--- src/rtl/traffic_pkg.sv ---
// Shared phase codes, lamp encodings and phase-sequencing helpers for the traffic controller.
// Latency: none (types, constants and pure functions only).
// Backpressure: none.
package traffic_pkg;

    // Phase codes in sequence order; codes 6 and 7 are unused and treated as illegal.
    typedef enum logic [2:0] {
        PH_NS_GREEN  = 3'd0,
        PH_NS_YELLOW = 3'd1,
        PH_ALL_RED_A = 3'd2,
        PH_EW_GREEN  = 3'd3,
        PH_EW_YELLOW = 3'd4,
        PH_ALL_RED_B = 3'd5
    } phase_t;

    // Lamp encodings, {R,Y,G} one-hot.
    localparam logic [2:0] LAMP_RED = 3'b100;
    localparam logic [2:0] LAMP_YEL = 3'b010;
    localparam logic [2:0] LAMP_GRN = 3'b001;

    typedef struct packed {
        logic [2:0] ns;
        logic [2:0] ew;
    } lamps_t;

    // Successor in the fixed cycle; illegal codes recover into the EW->NS clearance phase.
    function automatic phase_t next_phase(input phase_t p);
        case (p)
            PH_NS_GREEN:  return PH_NS_YELLOW;
            PH_NS_YELLOW: return PH_ALL_RED_A;
            PH_ALL_RED_A: return PH_EW_GREEN;
            PH_EW_GREEN:  return PH_EW_YELLOW;
            PH_EW_YELLOW: return PH_ALL_RED_B;
            PH_ALL_RED_B: return PH_NS_GREEN;
            default:      return PH_ALL_RED_B;
        endcase
    endfunction

    // Lamp decode; anything not explicitly a go/caution phase shows red both ways.
    function automatic lamps_t lamps_of(input phase_t p);
        lamps_t l;
        l.ns = LAMP_RED;
        l.ew = LAMP_RED;
        case (p)
            PH_NS_GREEN:  l.ns = LAMP_GRN;
            PH_NS_YELLOW: l.ns = LAMP_YEL;
            PH_EW_GREEN:  l.ew = LAMP_GRN;
            PH_EW_YELLOW: l.ew = LAMP_YEL;
            default:      l = '{ns: LAMP_RED, ew: LAMP_RED};
        endcase
        return l;
    endfunction

endpackage

--- src/rtl/tick_edge_detect.sv ---
// Turns the divider's slow square wave into a one-clk tick on each rising edge.
// Latency: combinational tick, valid in the clk cycle where enable is first seen high.
// Backpressure: none; enable held high yields a single tick.
module tick_edge_detect (
    input  logic clk,
    input  logic reset_sync,
    input  logic enable,
    output logic tick
);

    logic enable_q;

    // Previous enable level; resets high to match the divider so reset never fakes an edge.
    always_ff @(posedge clk or posedge reset_sync) begin
        if (reset_sync) begin
            enable_q <= 1'b1;
        end else begin
            enable_q <= enable;
        end
    end

    assign tick = enable & ~enable_q;

endmodule

--- src/rtl/traffic_phase_fsm.sv ---
// Two-direction traffic phase sequencer with per-phase countdown; optional pedestrian shortening under PED_REQ_EN.
// Latency: phase, lamps and secs_left update on the clk edge that samples the enable rising edge.
// Backpressure: none; free-running, ped_req is latched until the next green serves it.
module traffic_phase_fsm
    import traffic_pkg::*;
#(
    parameter int NS_GREEN_S = 10,
    parameter int EW_GREEN_S = 10,
    parameter int YELLOW_S   = 3,
    parameter int ALL_RED_S  = 1,
    parameter int CNT_W      = 5,
    parameter int PED_MIN_S  = 3
) (
    input  logic             clk,
    input  logic             reset_sync,
    input  logic             enable,
`ifdef PED_REQ_EN
    input  logic             ped_req,
    output logic             ped_ack,
`endif
    output logic [2:0]       ns_light,
    output logic [2:0]       ew_light,
    output logic [2:0]       phase,
    output logic [CNT_W-1:0] secs_left
);

    localparam int CNT_LIM = 1 << CNT_W;

    // Every duration has to fit the countdown and last at least one tick.
    if (NS_GREEN_S < 1 || NS_GREEN_S >= CNT_LIM ||
        EW_GREEN_S < 1 || EW_GREEN_S >= CNT_LIM ||
        YELLOW_S   < 1 || YELLOW_S   >= CNT_LIM ||
        ALL_RED_S  < 1 || ALL_RED_S  >= CNT_LIM ||
        PED_MIN_S  < 1 || PED_MIN_S  >= CNT_LIM) begin : g_bad_duration
        $error("traffic_phase_fsm: every duration must lie in 1 .. 2**CNT_W-1");
    end

    localparam logic [CNT_W-1:0] D_NS_GREEN = CNT_W'(NS_GREEN_S);
    localparam logic [CNT_W-1:0] D_EW_GREEN = CNT_W'(EW_GREEN_S);
    localparam logic [CNT_W-1:0] D_YELLOW   = CNT_W'(YELLOW_S);
    localparam logic [CNT_W-1:0] D_ALL_RED  = CNT_W'(ALL_RED_S);
    localparam logic [CNT_W-1:0] ONE        = CNT_W'(1);

    function automatic logic [CNT_W-1:0] dur_of(input phase_t p);
        case (p)
            PH_NS_GREEN:                return D_NS_GREEN;
            PH_EW_GREEN:                return D_EW_GREEN;
            PH_NS_YELLOW, PH_EW_YELLOW: return D_YELLOW;
            default:                    return D_ALL_RED;
        endcase
    endfunction

    logic             tick;
    phase_t           state_q;
    phase_t           state_d;
    logic [CNT_W-1:0] secs_q;
    logic [CNT_W-1:0] secs_d;
    lamps_t           lamps;

    tick_edge_detect u_tick (
        .clk        (clk),
        .reset_sync (reset_sync),
        .enable     (enable),
        .tick       (tick)
    );

`ifdef PED_REQ_EN
    localparam logic [CNT_W-1:0] D_PED_MIN = CNT_W'(PED_MIN_S);

    logic in_green;
    logic ped_seen;
    logic ped_trunc;
    logic ped_pending_q;
    logic ped_pending_d;
    logic ped_ack_q;
    logic ped_ack_d;

    // A request is served (acked, and the green shortened if needed) the first cycle it meets a green.
    always_comb begin
        in_green      = (state_q == PH_NS_GREEN) || (state_q == PH_EW_GREEN);
        ped_seen      = ped_pending_q | ped_req;
        ped_trunc     = in_green & ped_seen & (secs_q > D_PED_MIN);
        ped_ack_d     = in_green & ped_seen;
        ped_pending_d = ped_seen & ~in_green;
    end

    // Pending flag and one-clk acknowledge pulse.
    always_ff @(posedge clk or posedge reset_sync) begin
        if (reset_sync) begin
            ped_pending_q <= 1'b0;
            ped_ack_q     <= 1'b0;
        end else begin
            ped_pending_q <= ped_pending_d;
            ped_ack_q     <= ped_ack_d;
        end
    end

    assign ped_ack = ped_ack_q;
`endif

    // Countdown and phase advance; an illegal code snaps back to the clearance phase.
    always_comb begin
        state_d = state_q;
        secs_d  = secs_q;
        case (state_q)
            PH_NS_GREEN, PH_NS_YELLOW, PH_ALL_RED_A,
            PH_EW_GREEN, PH_EW_YELLOW, PH_ALL_RED_B: begin
                if (tick) begin
                    if (secs_q > ONE) begin
                        secs_d = secs_q - ONE;
                    end else begin
                        state_d = next_phase(state_q);
                        secs_d  = dur_of(next_phase(state_q));
                    end
                end
            end
            default: begin
                state_d = PH_ALL_RED_B;
                secs_d  = D_ALL_RED;
            end
        endcase
`ifdef PED_REQ_EN
        // Shortening takes priority over a coincident decrement.
        if (ped_trunc) begin
            secs_d = D_PED_MIN;
        end
`endif
    end

    // Phase and countdown registers; reset parks in all-red clearance ahead of NS green.
    always_ff @(posedge clk or posedge reset_sync) begin
        if (reset_sync) begin
            state_q <= PH_ALL_RED_B;
            secs_q  <= D_ALL_RED;
        end else begin
            state_q <= state_d;
            secs_q  <= secs_d;
        end
    end

    assign lamps     = lamps_of(state_q);
    assign ns_light  = lamps.ns;
    assign ew_light  = lamps.ew;
    assign phase     = state_q;
    assign secs_left = secs_q;

endmodule

--- config.mk ---
export PLATFORM = sky130hd
export DESIGN_NAME = traffic_phase_fsm
export DESIGN_NICKNAME = d
export VERILOG_FILES = /design/src/rtl/traffic_pkg.sv /design/src/rtl/tick_edge_detect.sv /design/src/rtl/traffic_phase_fsm.sv
export SDC_FILE = /design/constraint.sdc
export NUM_CORES = 1
export LEC_CHECK = 0
export CAP_MARGIN = 20
export CORE_AREA = 2 2 39 41
export CTS_BUF_LIST = sky130_fd_sc_hd__clkbuf_4 sky130_fd_sc_hd__clkbuf_8 sky130_fd_sc_hd__clkbuf_16
export CTS_CLUSTER_SIZE = 16
export DETAILED_ROUTE_END_ITERATION = 16
export DIE_AREA = 0 0 41 43
export GPL_ROUTABILITY_DRIVEN = 0
export PLACE_DENSITY = 0.8
export SETUP_SLACK_MARGIN = 0.5
export SYNTH_ARGS = -nofsm -noshare
export SYNTH_HDL_FRONTEND = slang
export SYNTH_HIERARCHICAL = 1
export SYNTH_SLANG_ARGS = --single-unit
--- constraint.sdc ---
create_clock -name clk -period 3.9 [get_ports clk]
set_input_delay 0.78 -clock clk [delete_from_list [all_inputs] [get_ports clk]]
set_output_delay 0.78 -clock clk [all_outputs]
set_load 0.005 [all_outputs]
==> results.md <==
* Total gr overflow at 0
* DR pass1 iterations at 4
* Total track usage at between 10% and 20%
* Synth Area in Simple Gates at around a quarter
* Critical path class: reg -> out
* Largest family of logic cells by synthesized area: simple AND/OR/NAND/NOR gates
* Clk root buf: clkbuf_4
* Setup-failing EPs final at 0
* Final Slew Violations at 0
* Fraction of layout cells with a size suffix above 1 at approximately 22%
* Cell taking the most area after synthesis: dfrtp_1
* Status: finished, final reports clean
* TNS Setup at 0 ns
* CP bufs+invs at 1
* Rows at 14
* Synth area leaders: dfrtp_1 21%, dfstp_2 17%, nand2_1 5.0%
* Max Cap Viol at 0
* Adder-cell share of the synthesized area at 4.15%
* Worst relative slew slack at between 70% and 80%
* Cts hold-fix bufs at 0
* Starting DRT DRC Count at 8
* Synthesis-stage register bit count at 9
* Die Span Y at 43 µm
* Post-synth cell types at 31
* Resized Gates After CTS at 0
* Ant diodes at 0
* Clk slew on worst S/H paths at 0.07 ns
* Vias post-DR at about 520
* Maximum vdd drop at 0.000335 V
* Post-DP HPWL at 911 µm
* Number of hold violations in the final report at 0
* Worst skew pair latency at around 0.27 ns
* Final period util at a little under two thirds
* Largest net degree at the start of global routing at 10
* Sequential area share after synthesis at a little under two fifths
* Gate Count Post-Synth at 63
* Clk_skew at around 0.0078 ns
* Via/cell ratio at around 5.3
* CP arrival at between 1.5 and 2 ns
* Worst Path Required at 3.12 ns
* Core area at between 1000 and 1500 µm²
* P_leak at approximately 0.37 nW
* F_max at ~400 MHz
* Tightest Hold Check Type: reg -> reg
* CTS Buf Count at 3
* CP most frequent cell: nor2_1
* Fin crit period at about 2.5 ns
* Clock tree sinks at 9
* CTS Buffer Depth at 2
* Synthesized area per cell at 9.57 µm²
* DRC at 0
* Crit path cell chain: nand2b_1 -> nor2_1 -> nor2_1 -> clkdlybuf4s50_1
* Die W at roughly 41 µm
* Power Density at 767 nW/µm²
* Setup crit end kind: primary output
* YS warnings at 6
* Synth Area in Compound Gates at around 18%
* Syn nets at roughly 70
* Slowest cell delay on critical path at slightly above 0.6 ns
* CP max stage cell: dfstp_2
* Initial antenna violation count at 0
* Nets at 88
* CP max FO at 9
* Layout Cells excl Fill at 98
* Port bufs at 16
* Multiplexer share of the synthesized area at under 10%
* Synth Cell Area at 603 µm²
* CP top delay family: flip-flops
* H-tree depth at 1
* Wire per inst at about 12 µm
* Synth Area in XOR/XNOR at approximately 2.9%
* Setup repair after global routing missed its margin: false
* DRT antenna net count at 0
* Io pins at 17
* Area share of the leading cell type in the synthesized netlist at around 21%
* Final wirelength at 1200 µm
* First-pass GRT wire length at approximately 2000 µm
* Startpoint types: register
* Starting density of the core at 43.6%
* Synth-to-layout area growth at 33.0%
* DIE AREA at approximately 1800 µm²
* Post-layout util at 58.0%
* DP Cell Count at 94
* Slew @ Worst Pin at 0.341 ns
* CTS tree: done
* Vias in the first global route at between 400 and 500
* # Post-CTS Setup Buffers at 0
routing by layer:
metal  vias to the layer above  part of all wire (%)  track usage, %
li1                        254                     -               -
met1                       246                    49            23.3
met2                        16                    44            24.1
met3                         5                   4.1            3.14
met4                         0                   2.4            10.0
met5                         -                     0               0
through the flow:
stage	setup WS, ns	power [mW]	hold WS (ns)	instance area, µm²
after detailed placement	1.45	0.535	0.587	772
after global placement	1.50	0.531	0.577	772
final	1.41	0.615	0.592	802
after floorplan	2.04	0.381	0.561	603
after CTS	1.41	0.619	0.594	802
after global routing	1.28	0.667	0.631	802
cell usage after synthesis:
library cell	instances
nand2_1	8
inv_1	7
dfrtp_1	5
nor2_1	5
dfstp_2	4
o21ai_0	4
or3_1	3
a21boi_1	2
ha_1	2
or2_2	2
a221oi_2	1
a22oi_1	1
a31o_2	1
buf_6	1
mux2_1	1
mux2_4	1
mux2i_1	1
nand2_4	1
nand2b_1	1
nand4_1	1
nor2_2	1
nor2b_1	1
nor2b_4	1
nor3_2	1
nor3b_1	1
o2111a_1	1
o211a_1	1
o21a_4	1
o22ai_1	1
xnor2_1	1
xor2_1	1
worst min-delay path, delay by kind of cell (launching register included):
kind	cells	cell delay [ns]
AO/OA/AOI/OAI	1	0.05
flip-flops	1	0.42
AND/OR/NAND/NOR	1	0.07
where the power goes:
part	leakage (nW)	switching (mW)	internal (mW)
Clock	0.0184	0.0340	0.0464
Sequential	0.104	0.0641	0.141
Combinational	0.249	0.128	0.202
Total	0.372	0.226	0.389
final cells by class:
class	instances	area, µm²
fillers	128	582
multi-input cells	46	335
flip-flops and latches	9	230
repair buffers	16	160
clock buffers	4	30.0
inverters	7	26.3
well taps	16	20.0
path summary, 6_finish.rpt:
path | from | to | slack (ns) | cells past startpoint
worst max register to register | secs_left[0] | secs_left[1] | 2.21 | 4
worst max-delay path | phase[2] | ew_light[2] | 1.41 | 4
max in group asynchronous | reset_sync | secs_left[0] | 2.80 | 2
min in group asynchronous | reset_sync | phase[1] | 0.81 | 2
worst min register to register | secs_left[4] | secs_left[4] | 0.59 | 2
worst min-delay path | secs_left[4] | secs_left[4] | 0.59 | 2
logic make-up after synthesis:
kind of cell               Yosys count
buffers and inverters                8
and+or+nand+nor                     26
muxes                                3
adders and majority gates            2
DFF                                  9
xor gates and xnor gates             2
AOI/OAI and AO/OA                   13
cell usage in the layout (no fill, tap or decap), types with 2 or more instances in the layout:
cell / netlist / layout
o21ai_0: 4 / 4
ha_1: 2 / 2
clkbuf_4: 0 / 4
a21boi_1: 2 / 2
inv_1: 7 / 7
or3_1: 3 / 3
nor2_1: 5 / 5
nand2_1: 8 / 8
dfstp_2: 4 / 4
clkdlybuf4s50_1: 0 / 16
or2_2: 2 / 2
dfrtp_1: 5 / 5
sequential cells by signal, summed over array words and instances, names as in the netlist:
| register | cells |
|---|---|
| phase | 3 |
| u_tick/enable_q | 1 |
| secs_left | 5 |
Note: power is estimated with default switching activity, not from simulation.
